File: config.mk
export PLATFORM = sky130hd
export DESIGN_NAME = if_fetch_unit
export DESIGN_NICKNAME = d
export VERILOG_FILES = /design/src/rtl/if_fetch_unit.sv
export SDC_FILE = /design/constraint.sdc
export NUM_CORES = 1
export LEC_CHECK = 0
export BUFFER_PORTS_ARGS = -buffer_cell sky130_fd_sc_hd__buf_2
export CORE_MARGIN = 2
export CORE_UTILIZATION = 43
export CTS_CLUSTER_DIAMETER = 50
export DETAILED_ROUTE_END_ITERATION = 10
export PLACE_DENSITY = 0.76
export SYNTH_ARGS = -nofsm -noshare
export SYNTH_HDL_FRONTEND = slang
export SYNTH_SLANG_ARGS = --single-unit
export TNS_END_PERCENT = 1
File: constraint.sdc
create_clock -name clk -period 1.5 [get_ports clk]
set_input_delay 0.3 -clock clk [delete_from_list [all_inputs] [get_ports clk]]
set_output_delay 0.3 -clock clk [all_outputs]
set_load 0.02 [all_outputs]
File: src/rtl/if_fetch_unit.sv
// ----------------------------------------------------------------------------
// if_fetch_unit
// Instruction-fetch stage. This block holds the program counter, drives the
// combinational instruction ROM, and registers the returned word into the
// IF/ID pipeline register. It also handles stall, flush, branch redirect and
// misaligned-fetch detection.
//
// Ports
//   clk              system clock, rising edge
//   rst              synchronous active-high reset
//   stall[5:0]       ctrl stall vector: [0] hold PC, [1] hold IF/ID, [2] ID held
//   flush_i          exception flush: PC <- new_pc_i, IF/ID <- bubble
//   new_pc_i         exception handler address
//   branch_flag_i    taken branch/jump resolved in ID
//   branch_target_i  branch/jump target
//   rom_ce_o         ROM chip enable (low while PC is misaligned or in reset)
//   rom_addr_o       ROM byte address (the current PC)
//   rom_inst_i       ROM read data, same cycle as rom_addr_o
//   id_pc_o          PC of the IF/ID instruction
//   id_inst_o        IF/ID instruction (zero for a bubble or an address error)
//   id_valid_o       IF/ID holds a real fetched slot
//   id_adel_o        IF/ID slot carries an address-error-on-fetch
// ----------------------------------------------------------------------------
module if_fetch_unit #(
  parameter logic [31:0] RESET_PC = 32'h0000_0000
) (
  input  logic        clk,
  input  logic        rst,
  input  logic [5:0]  stall,
  input  logic        flush_i,
  input  logic [31:0] new_pc_i,
  input  logic        branch_flag_i,
  input  logic [31:0] branch_target_i,
  output logic        rom_ce_o,
  output logic [31:0] rom_addr_o,
  input  logic [31:0] rom_inst_i,
  output logic [31:0] id_pc_o,
  output logic [31:0] id_inst_o,
  output logic        id_valid_o,
  output logic        id_adel_o
);

  localparam int unsigned XLEN     = 32;
  localparam int unsigned PC_STEP  = 4;

  // Stall bits above ID belong to later stages.
  logic unused_stall;
  assign unused_stall = ^stall[5:3];

  logic            ce_q;
  logic [XLEN-1:0] pc_q, pc_d;
  logic [XLEN-1:0] id_pc_q, id_pc_d;
  logic [XLEN-1:0] id_inst_q, id_inst_d;
  logic            id_valid_q, id_valid_d;
  logic            id_adel_q, id_adel_d;

  logic            aligned;
  logic            hold_pc;
  logic            id_bubble;
  logic            id_hold;

  // Fetch-side decode. All of it comes from registered state only, so the
  // ROM address and enable have no combinational path from the control inputs.
  assign aligned    = (pc_q[1:0] == 2'b00);
  assign rom_addr_o = pc_q;
  assign rom_ce_o   = ce_q & aligned;

  assign hold_pc   = stall[0];
  assign id_bubble = stall[1] & ~stall[2];
  assign id_hold   = stall[1] &  stall[2];

  // PC next-state. The first cycle out of reset re-issues RESET_PC so that
  // the first enabled fetch is RESET_PC. A stall outranks a branch because
  // ID keeps presenting the branch while it is stalled.
  always_comb begin
    pc_d = pc_q;
    if (!ce_q) begin
      pc_d = RESET_PC;
    end else if (flush_i) begin
      pc_d = new_pc_i;
    end else if (hold_pc) begin
      pc_d = pc_q;
    end else if (branch_flag_i) begin
      pc_d = branch_target_i;
    end else begin
      pc_d = pc_q + XLEN'(PC_STEP);
    end
  end

  // IF/ID next-state. A misaligned PC still produces a valid slot, with the
  // instruction zeroed and adel set, so the exception travels down the pipe.
  always_comb begin
    id_pc_d    = id_pc_q;
    id_inst_d  = id_inst_q;
    id_valid_d = id_valid_q;
    id_adel_d  = id_adel_q;
    if (flush_i || id_bubble) begin
      id_pc_d    = '0;
      id_inst_d  = '0;
      id_valid_d = 1'b0;
      id_adel_d  = 1'b0;
    end else if (id_hold) begin
      id_pc_d    = id_pc_q;
      id_inst_d  = id_inst_q;
      id_valid_d = id_valid_q;
      id_adel_d  = id_adel_q;
    end else begin
      id_pc_d    = pc_q;
      id_inst_d  = rom_ce_o ? rom_inst_i : '0;
      id_valid_d = ce_q;
      id_adel_d  = ce_q & ~aligned;
    end
  end

  // State registers.
  always_ff @(posedge clk) begin
    if (rst) begin
      ce_q       <= 1'b0;
      pc_q       <= RESET_PC;
      id_pc_q    <= '0;
      id_inst_q  <= '0;
      id_valid_q <= 1'b0;
      id_adel_q  <= 1'b0;
    end else begin
      ce_q       <= 1'b1;
      pc_q       <= pc_d;
      id_pc_q    <= id_pc_d;
      id_inst_q  <= id_inst_d;
      id_valid_q <= id_valid_d;
      id_adel_q  <= id_adel_d;
    end
  end

  assign id_pc_o    = id_pc_q;
  assign id_inst_o  = id_inst_q;
  assign id_valid_o = id_valid_q;
  assign id_adel_o  = id_adel_q;

endmodule

Yosys cells after proc, flatten, opt, wreduce, memory -nomap -nowiden
Cells that the tools add are included.
Widths: inputs -> output; s select.
{ "classes": {"shift": 0, "n_mul": 0, "addsub": 1, "reduce_logical": 4, "magnitude_cmp": 0, "div_mod_pow": 0, "n_eq_ne": 1, "bitwise": 7, "n_mux": 5} }
{ "ops": {"columns": ["operator", "count"], "rows": [
  ["$mux 32", 4],
  ["$add 32x3->32 const B", 1],
  ["$and 1x1->1", 4],
  ["$reduce_or 2->1", 2],
  ["$not 1->1", 3],
  ["$logic_not 2->1", 1],
  ["$ne 2x1->1 const B", 1],
  ["$logic_or 1x1->1", 1],
  ["$mux 1", 1]
]} }
{ "totals": {"mem_count": 0, "romBits": 0, "ram_bits": 0, "output_inout_bits": 99, "inputBits": 106, "register_bits": 99, "latch_bits": 0, "word_cells": 24} }

Depth between registers and ports, before layout
Gate-level depths: netlist of run 1.
{ "logic_depth": {"depth_word": 4, "depth_mapped": 7, "ltp_nobuf": 6} }

Worst setup path after synthesis of run 1
OpenSTA, ideal clock, no wires.
{ "synth_timing": {"path_kind": "register to register", "from": "register pc_q[4] (netlist: rom_addr_o[4])", "to": "register pc_q[29] (netlist: rom_addr_o[29])", "period_less_slack_ns": 1.873, "slack_ns": -0.373, "setup_time_ns": 0.130, "stages_incl_launch_ff": 8, "arrival_ns": 1.742, "required_time_ns": 1.370, "path_buffers": 2, "path_cell_list": "dfxtp_1 buf_4 and3_1 buf_2 and4_1 or4b_1 a21oi_1 o22ai_1"} }
{ "synth_between": {"elab_chain_cells": 4} }
{ "synth_rtl": {"columns": ["element", "line_no", "source"], "rows": [
  ["start: declaration", "51", "logic [XLEN-1:0] pc_q, pc_d;"],
  ["start signal: assignment", "126", "pc_q <= pc_d;"],
  ["$add 32x3->32", "86", "pc_d = pc_q + XLEN'(PC_STEP);"],
  ["$mux 32", "83", "end else if (branch_flag_i) begin"],
  ["$mux 32", "81", "end else if (hold_pc) begin"],
  ["$mux 32", "79", "end else if (flush_i) begin"]
]} }
Every way passes these cells. The select of a mux whose other input is x is not followed.
A chain may end at the register's enable or synchronous reset.

Final worst setup path of run 1
{ "layout_timing": {"from": "register pc_q[6] (netlist: rom_addr_o[6])", "to": "register pc_q[29] (netlist: rom_addr_o[29])"} }
Same word-level chain as after synthesis.

==> results of run 1 <==
## through the flow
step / util, % / total power [W] / area [sq um] / setup TNS (ps)
after floorplan: - / 0.003273 / 4788 / -2259
after global placement: 59.20 / 0.003697 / 6390 / -834.2
after detailed placement: 59.20 / 0.003719 / 6390 / -1443
after CTS: 61.42 / 0.005315 / 6629 / -1404
after global routing: 61.94 / 0.005506 / 6685 / -2221
final: 61.94 / 0.005297 / 6685 / -759.6
## cells in the final DEF, fill, tap and decap left out, types with 4 or more instances in the layout
cell type,n
sky130_fd_sc_hd__nand3_1,45
sky130_fd_sc_hd__clkbuf_8,9
sky130_fd_sc_hd__inv_1,7
sky130_fd_sc_hd__buf_2,200
sky130_fd_sc_hd__o22ai_1,6
sky130_fd_sc_hd__a21oi_1,86
sky130_fd_sc_hd__and4_1,4
sky130_fd_sc_hd__a22oi_1,9
sky130_fd_sc_hd__dfxtp_2,15
sky130_fd_sc_hd__mux2i_1,4
sky130_fd_sc_hd__a31oi_1,8
sky130_fd_sc_hd__o31ai_1,7
sky130_fd_sc_hd__xnor2_1,7
sky130_fd_sc_hd__o21ai_0,24
sky130_fd_sc_hd__nand4_1,5
sky130_fd_sc_hd__dfxtp_1,79
sky130_fd_sc_hd__a211oi_1,5
sky130_fd_sc_hd__dfxtp_4,5
sky130_fd_sc_hd__and2_1,4
sky130_fd_sc_hd__nor2_1,27
sky130_fd_sc_hd__and3_1,6
sky130_fd_sc_hd__buf_4,76
sky130_fd_sc_hd__nand2_1,152
sky130_fd_sc_hd__nor3_1,9
sky130_fd_sc_hd__o21ai_1,6
sky130_fd_sc_hd__xor2_1,4
## registers in the layout (all words and copies together) (netlist names)
register and cells:
id_valid_o 1, ce_q 1, id_pc_o 32, rom_addr_o 32, id_inst_o 32, id_adel_o 1
## cells by family after synthesis
group | Yosys count | share of synthesized area [%]
AOI/OAI and AO/OA | 176 | 21.87
xor gates and xnor gates | 11 | 2.027
adders and majority gates | 1 | 0.2632
buffers and inverters | 58 | 5.054
DFF | 99 | 41.70
muxes | 4 | 0.8424
and+or+nand+nor | 282 | 28.24
## power groups by stage
stage	Sequential, W	Clock, W	Combinational, W
floorplan	0.00289	0	0.000378
global placement	0.00280	0	0.000902
detailed placement	0.00280	0	0.000921
CTS	0.00274	0.00164	0.000933
global route	0.00275	0.00173	0.00103
finish	0.00274	0.00161	0.000952
## layout make-up
class                      count  area [sq um]
clock buffer                   9         123.9
inverter                       7         26.28
sequential                    99          2019
clock inverter                 6         48.80
multi-input combinational    474          2623
fill                         984          4108
timing repair buffer         282          1669
tap                          140         175.2
## worst min path at each step
stage	from	endpoint	slack, ps
6_report	rst	ce_q	100
2_1_floorplan	rst	ce_q	390
3_5_place_dp	id_pc_o[6]	id_pc_o[6]	440
5_1_grt	rst	ce_q	100
4_1_cts	rst	ce_q	80
3_3_place_gp	id_inst_o[14]	id_inst_o[14]	430
## layer usage
layer / global-route usage, % / share of wire (%) / vias up
met5: 0 / 0 / -
met4: 11.54 / 2.4 / 0
met3: 4.722 / 7.5 / 32
met2: 45.65 / 48 / 255
met1: 34.43 / 42 / 2576
li1: - / - / 2708
## what timing repair did
action	4_1_cts	5_1_grt
hold buffers	0	0
pin swaps	4	8
buffers inserted	1	1
gates resized for setup	16	22
endpoints found under the setup margin	22	42
==> impl_metrics.env, run 1 <==
export IMPL_die_height_microns=109.1
export IMPL_drt_total_wl_microns=16540
export IMPL_synth_edf_count=0
export IMPL_ir_drop_mv=0.5202
export IMPL_synth_async_reset_ratio_pct=0
export IMPL_postLayoutSetupSlackWorst_ps=-130.8
export IMPL_yosys_area_top_type_share_pct=41.70
export IMPL_gr_total_overflow=0
export IMPL_timing_critical_path_from="rom_addr_o[6]"
export IMPL_cts_sink_count=99
export IMPL_instances_no_fill=1017
export IMPL_detail_route_iter0_violations=455
export IMPL_via_per_inst=5.478
export IMPL_timing_hold_worst_path_depth=2
export IMPL_syn_area_per_cell_sq_um=7.533
export IMPL_cp_slowest_stage_delay_ps=530
export IMPL_number_of_i_o_pins=205
export IMPL_arrival_ps=1910
export IMPL_drt_antenna_violating_nets=0
export IMPL_drt_drc_violations_left=0
export IMPL_layout_min_cycle_time_ps=1631
export IMPL_buffer_ports_inserted=201
export IMPL_first_global_vias=5116
export IMPL_grt_start_max_net_pins=67
export IMPL_final_hold_worst_slack_ps=99.08
export IMPL_regToRegEndpoint="rom_addr_o[29]"
export IMPL_synth_largest_area_cell="sky130_fd_sc_hd__dfxtp_1"
export IMPL_ff2ff_setup_slack_ps=-130
export IMPL_critical_path_required_time_ps=1780
export IMPL_worstRegToRegCells=6
export IMPL_area_growth_synth_to_final_pct=40.64
export IMPL_drt_first_pass_iters=5
export IMPL_worst_skew_pair_late_latency_ps=390
export IMPL_grt_util_all_layers_pct=27.25
export IMPL_cpMaxStageDelayCell="sky130_fd_sc_hd__or4b_4"
export IMPL_yosysUniqueCellTypes=54
export IMPL_synth_area_sq_um=4753
export IMPL_cp_cell_sequence="and4_1 > buf_6 > nand4_4 > or4b_4 > a21oi_2 > o22ai_1"
export IMPL_netlist_instances=631
export IMPL_max_freq_ghz=0.6132
export IMPL_combPwrFrac_pct=18.0
export IMPL_final_nets=980
export IMPL_dp_hpwl_microns=12440
export IMPL_hold_viol=0
export IMPL_final_period_utilization_pct=108.7
export IMPL_sequentialPowerShare_pct=51.7
export IMPL_post_synth_main_area_contributors="sky130_fd_sc_hd__dfxtp_1, sky130_fd_sc_hd__nand2_1, sky130_fd_sc_hd__a21oi_1"
export IMPL_drive_gt1_share_pct=39.45
export IMPL_placed_cells=1001
export IMPL_unrepaired_setup_endpoints_after_global_routing="true"
export IMPL_maxCapViolations=0
export IMPL_core_rowCount=38
export IMPL_seq_area_frac_synth_pct=41.70
export IMPL_total_number_of_vias=5571
export IMPL_ranking_of_synthesized_cells_by_instance_count="sky130_fd_sc_hd__nand2_1, sky130_fd_sc_hd__dfxtp_1, sky130_fd_sc_hd__a21oi_1, sky130_fd_sc_hd__nand3_1, sky130_fd_sc_hd__clkbuf_1"
export IMPL_synth_seq_cells=99
export IMPL_max_slew_margin_rel_pct=73.72
export IMPL_switching_power_w=0.001602
export IMPL_setup_viol=13
export IMPL_reg2reg_from="rom_addr_o[6]"
export IMPL_cellInternalPower_w=0.003695
export IMPL_finalWeightedCongestion=0.8823
export IMPL_capture_point_of_the_critical_path="rom_addr_o[29]"
export IMPL_setup_worst_path_class="flip-flop to flip-flop"
export IMPL_leakagePower_nw=2.996
export IMPL_antenna_found_initial=0
export IMPL_swShare_pct=30.25
export IMPL_mappedNetlistNets=738
export IMPL_root_buffer="sky130_fd_sc_hd__clkbuf_8"
export IMPL_die_area_sq_um=11910
export IMPL_hold_path_class="primary input to flip-flop"
export IMPL_h_tree_depth=3
export IMPL_initial_utilization_pct=44.04
export IMPL_dieWidth_microns=109.1
export IMPL_antenna_cells=0
export IMPL_synth_yosys_warnings=0
export IMPL_ctsLongestPathBuffers=2
export IMPL_worst_slew_pin_transition_ps=384.2
export IMPL_setup_crit_end_kind="flip-flop"
export IMPL_cts_inserted_buffers=9
export IMPL_startpoint_class="flip-flop"
export IMPL_failed_checks="negative setup slack"
export IMPL_post_synth_top_count_cell="sky130_fd_sc_hd__nand2_1"
export IMPL_p_per_area_nw_per_um2=792.3
export IMPL_preCtsSetupSlack_ps=-157.9
export IMPL_worst_path_max_fanout=5
export IMPL_timing_max_transition_violations_final=0
export IMPL_clk_transition_reported_paths_ps=110
export IMPL_run_status="complete, but fails checks"
export IMPL_cp_num_cells=6
export IMPL_worst_path_buf_inv=1
export IMPL_grt_pass1_wl_microns=25160
export IMPL_core_sq_um=10790
export IMPL_cts_tree="done"
export IMPL_routedWlPerCell_microns=16.26
export IMPL_critical_path_top_delay_family="simple AND/OR/NAND/NOR gates"
export IMPL_dominant_register_cell_in_the_synthesized_netlist="sky130_fd_sc_hd__dfxtp_1"
export IMPL_clock_skew_ps=15.52
export IMPL_clkPwrFrac_pct=30.4
(Power assumes the default switching activity.)
==> run 2: changes to the inputs <==
==> constraint.sdc (replaced) <==
create_clock -name clk -period 1.43 [get_ports clk]
set_input_delay 0.286 -clock clk [delete_from_list [all_inputs] [get_ports clk]]
set_output_delay 0.286 -clock clk [all_outputs]
set_load 0.02 [all_outputs]
==> run 2 against run 1 <==
The run still ends with negative setup slack left. First-iteration DRC count is 9.0% higher. Flip-flop and latch count stayed put. Via count is 2.4% higher. Cell count is 1.2% higher. Power is 7.9% higher. Clock power is 12% higher. Sequential share of layout area is 0.84 points lower. Global-route usage is 1.3 points higher. Sequential power is 5% higher. Combinational power is 10% higher. Fmax is 2.6% lower. Critical path type unchanged. Critical endpoint unchanged. Largest power group unchanged.
==> impl_metrics.env, run 2 (same netlist as run 1, synthesis figures left out) <==
export IMPL_die_area_sq_um=11910
export IMPL_cts_tree="done"
export IMPL_buffer_ports_inserted=201
export IMPL_finalWeightedCongestion=0.9089
export IMPL_ir_drop_mv=0.5877
export IMPL_fillers=963
export IMPL_core_sq_um=10790
export IMPL_leakagePower_nw=3.074
export IMPL_number_of_i_o_pins=205
export IMPL_die_height_microns=109.1
export IMPL_worstRegToRegCells=6
export IMPL_dp_hpwl_microns=13030
export IMPL_core_rowCount=38
export IMPL_gr_total_overflow=0
export IMPL_initial_utilization_pct=44.04
export IMPL_worst_path_max_fanout=6
export IMPL_maxCapViolations=0
export IMPL_run_status="complete, but fails checks"
export IMPL_grt_pass1_wl_microns=26380
export IMPL_cp_cell_sequence="and4_1 > buf_6 > nand4_4 > or4b_1 > a21oi_1 > o22ai_1"
export IMPL_final_period_utilization_pct=117.1
export IMPL_drt_drc_violations_left=0
export IMPL_postLayoutSetupSlackWorst_ps=-244.8
export IMPL_critical_path_top_delay_family="simple AND/OR/NAND/NOR gates"
export IMPL_cp_num_cells=6
export IMPL_worst_slew_pin_transition_ps=425.0
export IMPL_h_tree_depth=3
export IMPL_cts_hold_buf=0
export IMPL_cpMaxStageDelayCell="sky130_fd_sc_hd__or4b_1"
export IMPL_drt_antenna_violating_nets=0
export IMPL_clock_skew_ps=14.29
export IMPL_setup_worst_path_class="flip-flop to flip-flop"
export IMPL_placed_cell_area_sq_um=6450
export IMPL_routedWlPerCell_microns=16.83
export IMPL_startpoint_class="flip-flop"
export IMPL_area_taken_by_flip_flops_and_latches_sq_um=2014
export IMPL_antenna_found_initial=1
export IMPL_dieWidth_microns=109.1
export IMPL_failed_checks="negative setup slack"
export IMPL_final_cell_area_sq_um=6860
export IMPL_min_delay_startpoint="rst"
export IMPL_final_hold_worst_slack_ps=77.04
export IMPL_multiInputGateArea_sq_um=2673
export IMPL_unrepaired_setup_endpoints_after_global_routing="true"
export IMPL_hold_viol=0
export IMPL_cts_inserted_buffers=9
export IMPL_timing_hold_worst_path_depth=2
export IMPL_worst_path_buf_inv=1
export IMPL_grt_util_all_layers_pct=28.53
export IMPL_worst_skew_pair_late_latency_ps=390
export IMPL_grt_start_max_net_pins=42
export IMPL_max_slew_margin_rel_pct=71.67
export IMPL_setup_viol=23
export IMPL_final_nets=990
export IMPL_total_number_of_vias=5704
export IMPL_drive_gt1_share_pct=41.10
export IMPL_reg2reg_from="rom_addr_o[13]"
export IMPL_first_global_vias=5360
export IMPL_arrival_ps=1950
export IMPL_root_buffer="sky130_fd_sc_hd__clkbuf_8"
export IMPL_drt_total_wl_microns=17320
export IMPL_timing_critical_path_from="rom_addr_o[13]"
export IMPL_area_growth_synth_to_final_pct=44.33
export IMPL_hold_path_class="primary input to flip-flop"
export IMPL_mostFrequentLayoutCell="sky130_fd_sc_hd__buf_2"
export IMPL_via_per_inst=5.543
export IMPL_cp_slowest_stage_delay_ps=500
export IMPL_detail_route_iter0_violations=496
export IMPL_critical_path_required_time_ps=1710
export IMPL_max_freq_ghz=0.5971
export IMPL_p_per_area_nw_per_um2=833.0
export IMPL_layout_min_cycle_time_ps=1675
export IMPL_timing_max_transition_violations_final=0
export IMPL_setup_crit_end_kind="flip-flop"
export IMPL_clk_transition_reported_paths_ps=100
export IMPL_final_cell_mix="sky130_fd_sc_hd__buf_2, sky130_fd_sc_hd__nand2_1, sky130_fd_sc_hd__buf_4"
export IMPL_drt_first_pass_iters=5
export IMPL_ctsLongestPathBuffers=2
export IMPL_preCtsSetupSlack_ps=-233.9
export IMPL_cts_sink_count=99
run 2: final timing paths:
| kind | end | slack (ps) |
|---|---|---|
| max reg2reg | rom_addr_o[29] | -240 |
| max | rom_addr_o[29] | -240 |
| min reg2reg | id_pc_o[10] | 450 |
| min | ce_q | 80 |
run 2: metrics by stage:
stage / instances / TNS (ps) / util (%) / power, W
floorplan: 631 / -4460 / - / 0.003433
global placement: 1009 / -2178 / 59.76 / 0.003903
detailed placement: 1009 / -3118 / 59.76 / 0.003924
CTS: 1028 / -2709 / 62.65 / 0.005715
global route: 1029 / -3982 / 63.56 / 0.005945
finish: 1029 / -2585 / 63.56 / 0.005715
run 2: per-layer routing:
layer  up-vias  GRT usage, %  routed length [microns]
met1      2681         35.44                     7142
met5         -             0                        0
met2       258         47.47                     8372
li1       2725             -                        -
met3        40         6.575                     1278
met4         0         11.81                      523
run 2: repair_timing:
item | CTS | global route
buffers inserted | 3 | 0
endpoints found under the setup margin | 27 | 46
gates resized for setup | 25 | 31
pin swaps | 6 | 8
run 2: power breakdown:
| group | leakage, nW | switching [W] | internal [W] |
|---|---|---|---|
| registers | 0.812 | 0.0000457 | 0.00283 |
| clock network | 0.0994 | 0.00108 | 0.000714 |
| logic | 2.16 | 0.000610 | 0.000437 |
run 2: area by class of cell:
type	count	area share, %
multi-input combinational	474	38.96
antenna	1	0.03648
clock inverter	6	0.8025
inverter	7	0.3830
tap	140	2.553
sequential	99	29.36
clock buffer	10	2.006
timing repair buffer	292	25.90
==> run 3: changes to the inputs <==
--- a/config.mk
+++ b/config.mk
@@ -6,11 +6,11 @@
 export NUM_CORES = 1
 export LEC_CHECK = 0
 export BUFFER_PORTS_ARGS = -buffer_cell sky130_fd_sc_hd__buf_2
+export CORE_ASPECT_RATIO = 0.7
 export CORE_MARGIN = 2
-export CORE_UTILIZATION = 43
+export CORE_UTILIZATION = 31
 export CTS_CLUSTER_DIAMETER = 50
 export DETAILED_ROUTE_END_ITERATION = 10
-export PLACE_DENSITY = 0.76
 export SYNTH_ARGS = -nofsm -noshare
 export SYNTH_HDL_FRONTEND = slang
 export SYNTH_SLANG_ARGS = --single-unit
==> run 3 against run 2 <==
The flow still finishes with violations (negative setup slack). Power rose by 11%. Fmax is 0.63% higher. Register-to-register slack about the same. Global-route usage decreased by 6.3 points. Setup slack gained 10 ps. Clock power up 34%. Clock skew is 3.7 ps lower. Die area rose by 37%. Non-clock buffer count is 8 higher. First-iteration DRC count down 26%. Wire length grew 4.9%. Critical endpoint unchanged.
==> impl_metrics.env, run 3 (same netlist as run 1, synthesis figures left out) <==
export IMPL_run_status="complete, but fails checks"
export IMPL_failed_checks="negative setup slack"
export IMPL_first_global_vias=5402
export IMPL_buffer_ports_inserted=201
export IMPL_grt_pass1_wl_microns=29060
export IMPL_setup_worst_path_class="flip-flop to flip-flop"
export IMPL_postLayoutSetupSlackWorst_ps=-234.3
export IMPL_placed_cell_area_sq_um=6676
export IMPL_worst_path_max_fanout=6
export IMPL_ctsLongestPathBuffers=2
export IMPL_clock_skew_ps=10.57
export IMPL_instances_no_fill=1091
export IMPL_core_sq_um=14860
export IMPL_total_number_of_vias=5562
export IMPL_final_period_utilization_pct=116.4
export IMPL_dp_hpwl_microns=13720
export IMPL_hold_path_class="primary input to flip-flop"
export IMPL_worst_slew_pin_transition_ps=497.1
export IMPL_hold_viol=0
export IMPL_setup_crit_end_kind="flip-flop"
export IMPL_mostFrequentLayoutCell="sky130_fd_sc_hd__buf_2"
export IMPL_core_rowCount=37
export IMPL_grt_start_max_net_pins=35
export IMPL_antenna_found_initial=2
export IMPL_antenna_cells=0
export IMPL_drt_total_wl_microns=18170
export IMPL_preCtsSetupSlack_ps=-260.8
export IMPL_final_cell_mix="sky130_fd_sc_hd__buf_2, sky130_fd_sc_hd__nand2_1, sky130_fd_sc_hd__buf_4"
export IMPL_unrepaired_setup_endpoints_after_global_routing="true"
export IMPL_initial_utilization_pct=31.99
export IMPL_drt_first_pass_iters=5
export IMPL_detail_route_iter0_violations=365
export IMPL_worst_skew_pair_late_latency_ps=350
export IMPL_cts_tree="done"
export IMPL_startpoint_class="flip-flop"
export IMPL_arrival_ps=1870
export IMPL_setup_viol=21
export IMPL_leakagePower_nw=3.207
export IMPL_cts_hold_buf=0
export IMPL_max_slew_margin_rel_pct=66.51
export IMPL_routedWlPerCell_microns=16.66
export IMPL_max_freq_ghz=0.6008
export IMPL_maxCapViolations=0
export IMPL_timing_max_transition_violations_final=0
export IMPL_fillers=1518
export IMPL_drt_drc_violations_left=0
export IMPL_drt_antenna_violating_nets=0
export IMPL_clk_transition_reported_paths_ps=80
export IMPL_area_growth_synth_to_final_pct=48.78
export IMPL_gr_total_overflow=0
export IMPL_placed_cells=1075
export IMPL_final_cell_area_sq_um=7072
export IMPL_finalWeightedCongestion=0.9068
export IMPL_h_tree_depth=3
export IMPL_cts_repair_timing_setup_buffer_count=0
export IMPL_cts_inserted_buffers=9
export IMPL_drive_gt1_share_pct=40.74
export IMPL_ir_drop_mv=0.5492
export IMPL_grt_util_all_layers_pct=22.21
export IMPL_power_total_w=0.006346
export IMPL_via_per_inst=5.098
export IMPL_layout_min_cycle_time_ps=1664
export IMPL_root_buffer="sky130_fd_sc_hd__clkbuf_16"
export IMPL_timing_setup_tns_ps=-1775
export IMPL_die_area_sq_um=16360
export IMPL_cts_sink_count=99
export IMPL_critical_path_required_time_ps=1640
export IMPL_number_of_i_o_pins=205
export IMPL_p_per_area_nw_per_um2=897.4
export IMPL_final_nets=998
export IMPL_die_height_microns=107.6
export IMPL_dieWidth_microns=152
run 3: cell count changes in the layout (fill, tap and decap cells not counted), sizes merged:
cell,previous run,this run
buf,292,300
inv,10,11
clkinvlp,0,1
clkbuf,10,9
diode,1,0
clkinv,3,2
run 3: worst paths after layout:
kind | startpoint | end | slack, ps | cells past startpoint
setup reg to reg | rom_addr_o[13] | rom_addr_o[29] | -230 | 6
hold reg to reg | id_inst_o[31] | id_inst_o[31] | 450 | 2
hold / removal | rst | ce_q | 140 | 2
setup / recovery | rom_addr_o[13] | rom_addr_o[29] | -230 | 6
run 3: stage by stage:
| step | utilization [%] | hold slack, ps |
|---|---|---|
| floorplan | - | 375.1 |
| detailed placement | 44.93 | 441.6 |
| finish | 47.59 | 135.7 |
| global route | 47.59 | 143.6 |
| CTS | 47.38 | 123.0 |
| global placement | 44.93 | 435.8 |
run 3: area by class of cell:
type | count | area [sq um] | area share, %
Timing Repair Buffer | 300 | 1879 | 26.57
Sequential cell | 99 | 2019 | 28.56
Multi-Input combinational cell | 474 | 2619 | 37.03
Clock inverter | 7 | 58.81 | 0.8316
Inverter | 7 | 26.28 | 0.3716
Clock buffer | 9 | 225.2 | 3.185
Tap cell | 195 | 244.0 | 3.450
run 3: timing repair:
action	in CTS	in global routing
pin swaps	5	5
resized for setup	23	12
setup endpoints to repair	27	29
endpoints found under the hold margin	0	0
gates cloned	0	0
run 3: critical path: stages (launching register included):
cell,delay [ps]
sky130_fd_sc_hd__dfxtp_2,330
sky130_fd_sc_hd__and4_1,210
sky130_fd_sc_hd__buf_6,140
sky130_fd_sc_hd__nand4_4,110
sky130_fd_sc_hd__or4b_4,520
sky130_fd_sc_hd__a21oi_2,130
sky130_fd_sc_hd__o22ai_1,80
run 3: where the power goes:
| part | total [W] | leakage [nW] | internal (W) | switching [W] |
|---|---|---|---|---|
| Sequential | 0.00287 | 0.813 | 0.00282 | 0.0000447 |
| Clock | 0.00242 | 0.140 | 0.00122 | 0.00120 |
| Combinational | 0.00106 | 2.25 | 0.000446 | 0.000613 |
run 3: routing by layer:
metal | vias to the layer above | track usage, % | wire length, microns
li1 | 2742 | - | -
met1 | 2596 | 31.85 | 9016
met2 | 210 | 32.92 | 7500
met3 | 12 | 7.085 | 1532
met4 | 2 | 3.805 | 107
met5 | - | 0 | 13
